File: config.mk
export PLATFORM = sky130hd
export DESIGN_NAME = pong_ctrl
export DESIGN_NICKNAME = d
export VERILOG_FILES = /design/src/rtl/pong_pkg.sv /design/src/rtl/pong_paddle.sv /design/src/rtl/pong_ctrl.sv
export SDC_FILE = /design/constraint.sdc
export NUM_CORES = 1
export LEC_CHECK = 0
export ABC_AREA = 0
export CAP_MARGIN = 20
export CORE_ASPECT_RATIO = 1.5
export CORE_MARGIN = 5
export CORE_UTILIZATION = 50
export CTS_BUF_LIST = sky130_fd_sc_hd__clkbuf_4
export DETAILED_ROUTE_END_ITERATION = 16
export PLACE_DENSITY = 0.67
export SYNTH_ARGS = -nofsm -noshare
export SYNTH_HDL_FRONTEND = slang
export SYNTH_HIERARCHICAL = 1
export SYNTH_SLANG_ARGS = --single-unit
export TNS_END_PERCENT = 100
File: constraint.sdc
create_clock -name clk -period 21.6 [get_ports clk]
set_input_delay 4.32 -clock clk [delete_from_list [all_inputs] [get_ports clk]]
set_output_delay 4.32 -clock clk [all_outputs]
set_load 0.02 [all_outputs]
File: src/rtl/pong_pkg.sv
// rtl/pong_pkg.sv - shared state encoding, screen geometry and helpers for the Pong controller
package pong_pkg;

  typedef enum logic [2:0] {
    ST_IDLE     = 3'd0,
    ST_SERVE    = 3'd1,
    ST_PLAY     = 3'd2,
    ST_POINT    = 3'd3,
    ST_GAMEOVER = 3'd4
  } state_t;

  // 11-bit signed so that subtract-then-clamp never wraps
  typedef logic signed [10:0] scoord_t;

  localparam scoord_t TOP_MARGIN      = 11'sd25;
  localparam scoord_t WALL_LEFT       = 11'sd32;
  localparam scoord_t WALL_RIGHT      = 11'sd608;
  localparam scoord_t PADDLE1_X_END   = 11'sd40;
  localparam scoord_t PADDLE2_X       = 11'sd600;
  localparam scoord_t PADDLE_H        = 11'sd72;
  localparam scoord_t BALL_SIZE       = 11'sd8;
  localparam scoord_t BALL_Y_MIN      = 11'sd25;
  localparam scoord_t BALL_Y_MAX      = 11'sd472;
  localparam scoord_t PADDLE_Y_MAX    = 11'sd382;
  localparam scoord_t BALL_X_CENTRE   = 11'sd316;
  localparam scoord_t BALL_Y_CENTRE   = 11'sd248;
  localparam scoord_t PADDLE_Y_CENTRE = 11'sd191;

  // Ball x limits: touching a paddle face, or fully past the paddle column into the wall
  localparam scoord_t BALL_X_HIT1  = PADDLE1_X_END + 11'sd1;
  localparam scoord_t BALL_X_MISS1 = WALL_LEFT;
  localparam scoord_t BALL_X_HIT2  = PADDLE2_X - BALL_SIZE;
  localparam scoord_t BALL_X_MISS2 = WALL_RIGHT - BALL_SIZE + 11'sd1;

  localparam logic [3:0] SPEED_INIT = 4'd2;
  localparam logic [3:0] SPEED_MAX  = 4'd5;

  function automatic scoord_t to_s(input logic [9:0] v);
    return scoord_t'({1'b0, v});
  endfunction

  // Paddle y is in play-field coordinates, ball y in screen coordinates
  function automatic logic overlap(input scoord_t by, input scoord_t py);
    return (by + BALL_SIZE - 11'sd1 >= py + TOP_MARGIN) && (by <= py + TOP_MARGIN + PADDLE_H);
  endfunction

endpackage

File: src/rtl/pong_paddle.sv
// rtl/pong_paddle.sv - one paddle: per-frame step up/down with clamping to the play field
module pong_paddle
  import pong_pkg::*;
#(
  parameter int STEP = 4
) (
  input  logic       clk,
  input  logic       rst_n,
  input  logic       tick,
  input  logic       enable,
  input  logic       up,
  input  logic       dn,
  output logic [9:0] pos
);

  localparam scoord_t STEP_S = scoord_t'(STEP);

  scoord_t up_pos;
  scoord_t dn_pos;

  assign up_pos = to_s(pos) - STEP_S;
  assign dn_pos = to_s(pos) + STEP_S;

  always_ff @(posedge clk or negedge rst_n) begin
    if (!rst_n) begin
      pos <= PADDLE_Y_CENTRE[9:0];
    end else if (tick && enable) begin
      if (up && !dn) begin
        pos <= (up_pos < 11'sd0) ? 10'd0 : up_pos[9:0];
      end else if (dn && !up) begin
        pos <= (dn_pos > PADDLE_Y_MAX) ? PADDLE_Y_MAX[9:0] : dn_pos[9:0];
      end
    end
  end

endmodule

File: src/rtl/pong_ctrl.sv
// rtl/pong_ctrl.sv - frame-rate Pong game FSM: ball motion, paddle hits, scoring and serve timing
module pong_ctrl
  import pong_pkg::*;
#(
  parameter int WIN_SCORE        = 7,
  parameter int PADDLE_STEP      = 4,
  parameter int HITS_PER_SPEEDUP = 4,
  parameter int SERVE_FRAMES     = 60,
  parameter int POINT_FRAMES     = 90
) (
  input  logic       clk,
  input  logic       rst_n,
  input  logic       frame_tick,
  input  logic       btn_up1,
  input  logic       btn_dn1,
  input  logic       btn_up2,
  input  logic       btn_dn2,
  input  logic       btn_start,
  output logic [9:0] ball_x,
  output logic [9:0] ball_y,
  output logic [9:0] paddle1_y,
  output logic [9:0] paddle2_y,
  output logic [3:0] ball_speed,
  output logic [3:0] score1,
  output logic [3:0] score2,
  output logic [2:0] game_state,
  output logic       winner
);

  state_t     state, state_n;
  logic [9:0] ball_x_n, ball_y_n;
  logic [3:0] speed_n, score1_n, score2_n;
  logic       winner_n, dx_right, dx_right_n, dy_down, dy_down_n;
  logic [7:0] hit_cnt, hit_cnt_n, frame_cnt, frame_cnt_n;

  scoord_t    spd_s, ny_raw, ny, nx;
  logic       bounce, ov1, ov2, hit, point1, point2, paddle_en;
  logic [3:0] score1_inc, score2_inc;

  assign paddle_en = (state == ST_SERVE) || (state == ST_PLAY);

  pong_paddle #(.STEP(PADDLE_STEP)) u_paddle1 (
    .clk(clk), .rst_n(rst_n), .tick(frame_tick), .enable(paddle_en),
    .up(btn_up1), .dn(btn_dn1), .pos(paddle1_y)
  );

  pong_paddle #(.STEP(PADDLE_STEP)) u_paddle2 (
    .clk(clk), .rst_n(rst_n), .tick(frame_tick), .enable(paddle_en),
    .up(btn_up2), .dn(btn_dn2), .pos(paddle2_y)
  );

  assign spd_s  = {7'd0, ball_speed};
  assign ny_raw = dy_down ? to_s(ball_y) + spd_s : to_s(ball_y) - spd_s;
  assign bounce = dy_down ? (ny_raw >= BALL_Y_MAX) : (ny_raw <= BALL_Y_MIN);
  assign ny     = !bounce ? ny_raw : (dy_down ? BALL_Y_MAX : BALL_Y_MIN);
  assign nx     = dx_right ? to_s(ball_x) + spd_s : to_s(ball_x) - spd_s;

  // Overlap uses the post-bounce ball y against the pre-tick paddle positions
  assign ov1    = overlap(ny, to_s(paddle1_y));
  assign ov2    = overlap(ny, to_s(paddle2_y));
  assign hit    = dx_right ? (nx >= BALL_X_HIT2 && ov2) : (nx <= BALL_X_HIT1 && ov1);
  assign point1 = dx_right && !hit && (nx >= BALL_X_MISS2);
  assign point2 = !dx_right && !hit && (nx <= BALL_X_MISS1);

  assign score1_inc = (score1 == 4'd15) ? 4'd15 : score1 + 4'd1;
  assign score2_inc = (score2 == 4'd15) ? 4'd15 : score2 + 4'd1;

  always_comb begin
    state_n     = state;
    ball_x_n    = ball_x;
    ball_y_n    = ball_y;
    speed_n     = ball_speed;
    score1_n    = score1;
    score2_n    = score2;
    winner_n    = winner;
    dx_right_n  = dx_right;
    dy_down_n   = dy_down;
    hit_cnt_n   = hit_cnt;
    frame_cnt_n = frame_cnt;
    case (state)
      ST_IDLE, ST_GAMEOVER: begin
        if (btn_start) begin
          state_n     = ST_SERVE;
          score1_n    = 4'd0;
          score2_n    = 4'd0;
          ball_x_n    = BALL_X_CENTRE[9:0];
          ball_y_n    = BALL_Y_CENTRE[9:0];
          speed_n     = SPEED_INIT;
          dx_right_n  = 1'b1;
          hit_cnt_n   = 8'd0;
          frame_cnt_n = 8'd0;
        end
      end
      ST_SERVE: begin
        if (frame_cnt == 8'(SERVE_FRAMES - 1)) begin
          state_n     = ST_PLAY;
          frame_cnt_n = 8'd0;
        end else begin
          frame_cnt_n = frame_cnt + 8'd1;
        end
      end
      ST_POINT: begin
        // dx still points at the side that conceded, which is the serve direction
        if (frame_cnt == 8'(POINT_FRAMES - 1)) begin
          state_n     = ST_SERVE;
          frame_cnt_n = 8'd0;
          ball_x_n    = BALL_X_CENTRE[9:0];
          ball_y_n    = BALL_Y_CENTRE[9:0];
          speed_n     = SPEED_INIT;
          hit_cnt_n   = 8'd0;
        end else begin
          frame_cnt_n = frame_cnt + 8'd1;
        end
      end
      ST_PLAY: begin
        ball_y_n = ny[9:0];
        if (bounce) dy_down_n = !dy_down;
        if (hit) begin
          ball_x_n   = dx_right ? BALL_X_HIT2[9:0] : BALL_X_HIT1[9:0];
          dx_right_n = !dx_right;
          if (hit_cnt == 8'(HITS_PER_SPEEDUP - 1)) begin
            hit_cnt_n = 8'd0;
            if (ball_speed != SPEED_MAX) speed_n = ball_speed + 4'd1;
          end else begin
            hit_cnt_n = hit_cnt + 8'd1;
          end
        end else if (point1) begin
          ball_x_n = BALL_X_MISS2[9:0];
          score1_n = score1_inc;
          if (score1_inc == 4'(WIN_SCORE)) begin
            state_n  = ST_GAMEOVER;
            winner_n = 1'b0;
          end else begin
            state_n = ST_POINT;
          end
        end else if (point2) begin
          ball_x_n = BALL_X_MISS1[9:0];
          score2_n = score2_inc;
          if (score2_inc == 4'(WIN_SCORE)) begin
            state_n  = ST_GAMEOVER;
            winner_n = 1'b1;
          end else begin
            state_n = ST_POINT;
          end
        end else begin
          ball_x_n = nx[9:0];
        end
      end
      default: state_n = ST_IDLE;
    endcase
  end

  always_ff @(posedge clk or negedge rst_n) begin
    if (!rst_n) begin
      state      <= ST_IDLE;
      ball_x     <= BALL_X_CENTRE[9:0];
      ball_y     <= BALL_Y_CENTRE[9:0];
      ball_speed <= SPEED_INIT;
      score1     <= 4'd0;
      score2     <= 4'd0;
      winner     <= 1'b0;
      dx_right   <= 1'b1;
      dy_down    <= 1'b1;
      hit_cnt    <= 8'd0;
      frame_cnt  <= 8'd0;
    end else if (frame_tick) begin
      state      <= state_n;
      ball_x     <= ball_x_n;
      ball_y     <= ball_y_n;
      ball_speed <= speed_n;
      score1     <= score1_n;
      score2     <= score2_n;
      winner     <= winner_n;
      dx_right   <= dx_right_n;
      dy_down    <= dy_down_n;
      hit_cnt    <= hit_cnt_n;
      frame_cnt  <= frame_cnt_n;
    end
  end

  assign game_state = state;

endmodule
==> results of run 1 <==
==> registers in the layout, summed over array words and instances, names as in the netlist <==
signal / cells
frame_cnt: 8
hit_cnt: 8
ball_speed: 4
score1: 4
dx_right: 1
u_paddle2/pos: 10
game_state: 3
ball_y: 10
u_paddle1/pos: 10
dy_down: 1
score2: 4
winner: 1
ball_x: 10
==> cell families after synthesis <==
logic type | Yosys count | synth area share, %
xor+xnor | 53 | 5.680
compound gates | 304 | 26.22
simple gates | 384 | 24.82
mux | 13 | 1.852
flops | 74 | 23.07
fa+ha+maj | 86 | 13.35
buf+inv | 97 | 5.006
==> tightest hold or removal path, cell delays in order (launching register included) <==
cell and delay, ns:
dfstp_2 0.42, nand2_1 0.06, o31ai_1 0.06
==> synthesized netlist by cell type (all sizes together) (14+ instances only) <==
master / count
xnor2: 23
buf: 16
a21oi: 48
inv: 55
nand2b: 15
nor3: 30
nand3: 44
o21ai: 77
clkbuf: 25
dfrtp: 47
nor2b: 15
o31ai: 19
and3: 19
xor2: 30
nor2: 99
a31oi: 19
nand4: 14
nand2: 77
or3: 17
dfstp: 27
ha: 84
==> per-layer routing <==
layer  wire, um  track usage [%]  share of wire, %  vias to the layer above
met5          0                0                 0                        -
met4        818            9.561               3.5                        0
met3        704            2.214               3.1                       46
met2      12140            44.69                53                      172
met1       9410            28.39                41                     3833
li1           -                -                 -                     3872
==> stage by stage <==
| stage | hold slack, ns | util, % | std cells |
|---|---|---|---|
| after floorplan | 0.4620 | - | 1011 |
| after global placement | 0.4964 | 55.15 | 1243 |
| after detailed placement | 0.4981 | 55.15 | 1243 |
| after CTS | 0.5202 | 56.09 | 1259 |
| after global routing | 0.5434 | 56.10 | 1260 |
| final | 0.5179 | 56.10 | 1260 |
==> worst max path at each step <==
| stage | startpoint | to |
|---|---|---|
| floorplan | ball_speed[1] | hit_cnt[3] |
| global placement | ball_speed[0] | hit_cnt[3] |
| detailed placement | ball_speed[0] | hit_cnt[3] |
| CTS | ball_speed[0] | hit_cnt[3] |
| global route | ball_speed[0] | ball_x[1] |
| finish | ball_speed[0] | hit_cnt[3] |
==> cell type report <==
| cell class | instances | area, um^2 | share of cell area (%) |
|---|---|---|---|
| clock buffers | 9 | 67.56 | 0.7472 |
| clock inverters | 7 | 82.58 | 0.9132 |
| flip-flops and latches | 74 | 1886 | 20.85 |
| inverters | 56 | 210.2 | 2.325 |
| multi-input cells | 840 | 5878 | 65.01 |
| diodes | 1 | 2.502 | 0.02767 |
| well taps | 206 | 257.7 | 2.850 |
| repair buffers | 67 | 658.1 | 7.278 |
==> results by group, run 1 <==
Outcome
  • Status: finished clean

Critical path
  • FF-to-FF path depth: 29
  • Startpoint Class: flip-flop
  • Critical Path Most Common Cell: ha_1
  • Worst EP arrival: 8.49 ns
  • Critical path class: reg -> reg
  • CP bufs+invs: 1
  • CP Data Required Time: 21.98 ns
  • Crit. End Element: flip-flop
  • Max FO, Critical Path: 15
  • FF-to-FF End: hit_cnt[3]
  • Crit path max-delay family: simple AND/OR/NAND/NOR gates
  • Reg-to-reg critical path startpoint: ball_speed[0]
  • CP max stage delay: 0.62 ns
  • CP Depth: 29
  • Slowest CP cell: a2111oi_0
  • R2r setup slk: 13.49 ns

Clocking
  • Total CTS buffers: 9
  • Postcts setup bufs: 0
  • Clk slew on worst S/H paths: 0.16 ns
  • Clock latency on the worst-skew pair: 0.48 ns
  • CTS tree: yes
  • H-tree depth: 3
  • Clk sink count: 74
  • Post-CTS sizing: 0
  • Hold buffers post-CTS: 0
  • Longest Clk Path Bufs: 2
  • CTS Root Cell: clkbuf_4

Global routing
  • Gr usage total: 24.30%
  • Largest net degree at the start of global routing: 58
  • Vias in the first global route: 7805
  • Global-route wire length before repair: 38.27 mm
  • Total congestion overflow: 0
  • Initial antenna violation count: 1

Synth
  • Warnings from Yosys: 6
  • Cell area after synthesis: 0.008173 mm^2
  • Post-synth top area cell: dfrtp_1
  • Yosys top cell area share: 14.39%
  • Mapped Nets: 1105
  • Syn Area/Cell: 8.084 um^2
  • Seq cells post-synth: 74
  • Post-Synthesis Cells: 1011
  • Main area contributors after synthesis: dfrtp_1, ha_1, dfstp_2
  • Post-synth EDFFs: 0
  • Sequential fraction of the synthesis area: 23.07%
  • Post-synth cell types: 95
  • Post-synth ARST share: 100.0%
  • Top_reg_cell synth: dfrtp_1

Placed design
  • Pre-CTS setup slack: 13.61 ns
  • Placed Area: 0.008890 mm^2
  • DP HPWL: 17.57 mm
  • PortBufs: 63
  • Gpl congestion: 0.9348

Timing
  • Clock Skew: 0.03178 ns
  • Tcrit/Tclk final: 37.53%
  • Fin. max-slew vios: 0
  • Setup TNS Final: 0 ns
  • Slew HR: 43.44%
  • # setup viols final: 0
  • Final Critical Period: 8.107 ns
  • Worst setup margin: 13.49 ns
  • Final Hold Violating Endpoints: 0
  • Peak Freq: 123.3 MHz
  • RSZ-0062 raised after global routing: false
  • Worst-Margin Slew: 0.8396 ns

Routing
  • Via count: 7923
  • Detailed Routing Iterations Pass 1: 5
  • Residual DRC: 0
  • Vias per std cell: 6.288
  • DR iter-0 viols: 370
  • DRT antenna net count: 0
  • Routed WL per cell: 18.31 um
  • Final wirelength: 23.07 mm

Floorplanning
  • IO Count: 64
  • DIE WIDTH: 114.4 um
  • Core Footprint: 0.01612 mm^2
  • Die area: 0.01906 mm^2
  • Die H: 166.6 um
  • Rows: 57
  • Starting Density: 50.71%

Hold path
  • Worst Hold Path EP: u_paddle2/pos[1]
  • Hold Crit Depth: 2
  • HP Class: reg -> reg
  • Beginning of the worst hold path: u_paddle2/pos[1]

Finish
  • Commonest non-fill, non-tap cell in the layout: nor2_1
  • Area Overhead vs Synth: 10.64%
  • Commonest non-fill, non-tap cells in the layout: nor2_1, ha_1, nand2_1
  • Layout cells sized above 1: 9.212%
  • Post-route cell area: 0.009042 mm^2
  • Final net count: 1142
  • Filler cells: 1589

Job
  • Max Cap Viol: 0
Power of run 1 is left out: the tool's default activity adds up to more than one toggle a clock period on the data nets, which glitch-free logic cannot reach.
==> run 2, diff against run 1 <==
--- a/config.mk
+++ b/config.mk
@@ -12,7 +12,7 @@
 export CORE_UTILIZATION = 50
 export CTS_BUF_LIST = sky130_fd_sc_hd__clkbuf_4
 export DETAILED_ROUTE_END_ITERATION = 16
-export PLACE_DENSITY = 0.67
+export PLACE_DENSITY = 0.7
 export SYNTH_ARGS = -nofsm -noshare
 export SYNTH_HDL_FRONTEND = slang
 export SYNTH_HIERARCHICAL = 1
==> constraint.sdc (replaced) <==
create_clock -name clk -period 6.99 [get_ports clk]
set_input_delay 1.398 -clock clk [delete_from_list [all_inputs] [get_ports clk]]
set_output_delay 1.398 -clock clk [all_outputs]
set_load 0.02 [all_outputs]
==> results by group, run 2 (synthesis gave the netlist of run 1 again) <==
Placed design
  • Gpl congestion: 0.9415 (+0.72%)
  • DP Cell Count: 1267 (+1.9%)
  • PortBufs: 63 (unchanged)
  • DP HPWL: 17.89 mm (+1.8%)
  • Placed Area: 0.009082 mm^2 (+2.2%)

Finish
  • FF/Latch Area: 0.001886 mm^2 (unchanged)
  • Final net count: 1183 (+3.6%)
  • Commonest non-fill, non-tap cells in the layout: nor2_1, ha_1, nand2_1
  • Layout cells sized above 1: 15.27% (+6.1 points)
  • Layout Cells excl Fill: 1301 (+3.3%)
  • Filler cells: 1505 (-5.3%)
  • Commonest non-fill, non-tap cell in the layout: nor2_1
  • Area of the multi-input gates: 0.006117 mm^2 (+4.1%)
  • Post-route cell area: 0.009642 mm^2 (+6.6%)
  • Area Overhead vs Synth: 17.97%

Routing
  • DR top layer: met4
  • Via count: 8182 (+3.3%)
  • Vias per std cell: 6.289 (about the same)
  • Final wirelength: 23.93 mm (+3.7%)
  • DR iter-0 viols: 531 (+44%)
  • Met3 Routed Length: 1.002 mm (+42%)
  • Detailed Routing Iterations Pass 1: 5 (unchanged)
  • Residual DRC: 0 (unchanged)
  • Met2 wire len: 12.58 mm (+3.6%)
  • Routed WL per cell: 18.40 um (+0.45%)
  • WL met1: 9.400 mm (-0.11%)
  • DRT antenna net count: 0 (unchanged)

Clocking
  • Total CTS buffers: 9 (unchanged)
  • H-tree depth: 3 (unchanged)
  • CTS Root Cell: clkbuf_4
  • Hold buffers post-CTS: 0 (unchanged)
  • Clock latency on the worst-skew pair: 0.48 ns (about the same)
  • Clk sink count: 74 (unchanged)
  • Clk slew on worst S/H paths: 0.15 ns (about the same)
  • CTS tree: yes
  • Longest Clk Path Bufs: 2 (unchanged)

Timing
  • Peak Freq: 146.6 MHz (+19%)
  • Worst-Margin Slew: 0.8645 ns (+0.02487 ns)
  • Tcrit/Tclk final: 97.56% (+60 points)
  • Slew HR: 41.76% (-1.7 points)
  • Clock Skew: 0.02824 ns (-0.003537 ns)
  • Fin. max-slew vios: 0 (unchanged)
  • Final Hold Violating Endpoints: 0 (unchanged)
  • # setup viols final: 0 (unchanged)
  • Final Critical Period: 6.820 ns (-1.288 ns)
  • Hold slack: 0.5037 ns (-0.01419 ns)

Floorplanning
  • Die area: 0.01906 mm^2 (unchanged)
  • Rows: 57 (unchanged)
  • IO Count: 64 (unchanged)
  • Starting Density: 50.71% (unchanged)
  • Core Footprint: 0.01612 mm^2 (unchanged)
  • DIE WIDTH: 114.4 um (unchanged)
  • Die H: 166.6 um (unchanged)

Critical path
  • FF-to-FF path depth: 29 (unchanged)
  • Startpoint Class: flip-flop
  • Reg-to-reg critical path startpoint: ball_speed[1]
  • Worst EP arrival: 7.18 ns (-1.31 ns)
  • Crit. End Element: flip-flop
  • Max FO, Critical Path: 8 (-7)
  • CP max stage delay: 0.60 ns (-0.02 ns)
  • Critical path class: reg -> reg
  • FF-to-FF End: game_state[1]
  • R2r setup slk: 0.17 ns (-13.32 ns)
  • CP Data Required Time: 7.35 ns (-14.63 ns)
  • Slowest CP cell: dfstp_2

Job
  • Max Cap Viol: 0 (unchanged)

Hold path
  • Worst Hold Path EP: frame_cnt[5]
  • Hold Crit Depth: 1 (-1)
  • HP Class: reg -> reg
  • Beginning of the worst hold path: frame_cnt[5]

Global routing
  • Global-route wire length before repair: 38.91 mm (+1.7%)
  • Vias in the first global route: 7945 (+1.8%)
  • Gr usage total: 24.66% (+0.36 points)
  • Initial antenna violation count: 1 (unchanged)
  • Largest net degree at the start of global routing: 75 (+29%)
  • Total congestion overflow: 0 (unchanged)

Outcome
  • Status: finished clean
-- run 2: routing by layer --
layer,GRT usage [%],vias to the layer above
li1,-,3951
met1,28.22,3902
met2,44.92,257
met3,3.049,72
met4,10.80,0
met5,0,-
-- run 2: area by class of cell --
cell class	count	area share, %
well taps	206	2.673
multi-input cells	840	63.44
repair buffers	108	10.58
diodes	1	0.02595
flip-flops and latches	74	19.56
clock inverters	7	0.8435
inverters	56	2.180
clock buffers	9	0.7008
-- run 2: worst max-delay path: cells and delay by family, from the launching register on --
family,cells,cell delay [ns]
flip-flops,1,0.60
AO/OA/AOI/OAI,9,1.80
XOR/XNOR,1,0.40
adder cells (fa/ha/maj),3,0.94
multiplexers,3,0.91
AND/OR/NAND/NOR,9,1.42
buffers and inverters,4,0.62
-- run 2: repair_timing --
item / in CTS / in global routing
buffers inserted: 0 / 15
cloned: 0 / 1
gates resized for setup: 1 / 43
pin swaps: 0 / 21
endpoints found under the setup margin: 5 / 35
hold endpoints to repair: 0 / 0
-- run 2: per-stage QoR --
stage,util (%),setup WS [ns],TNS (ns)
after floorplan,-,0.05462,0
after global placement,56.35,0.1163,0
after detailed placement,56.35,0.01874,0
after CTS,57.28,0.05401,0
after global routing,59.82,-0.1226,-0.7358
final,59.82,0.1704,0
-- run 2: worst max path at each step --
stage                   from       endpoint  slack (ns)  depth (start not counted)
3_3_place_gp   ball_speed[1]  game_state[1]        0.12                         29
6_report       ball_speed[1]  game_state[1]        0.17                         29
5_1_grt        ball_speed[1]  game_state[1]       -0.12                         31
2_1_floorplan  ball_speed[1]     hit_cnt[5]        0.05                         32
4_1_cts        ball_speed[1]  game_state[2]        0.05                         28
3_5_place_dp   ball_speed[1]  game_state[1]        0.02                         29
Power of run 2 is left out for the same reason.
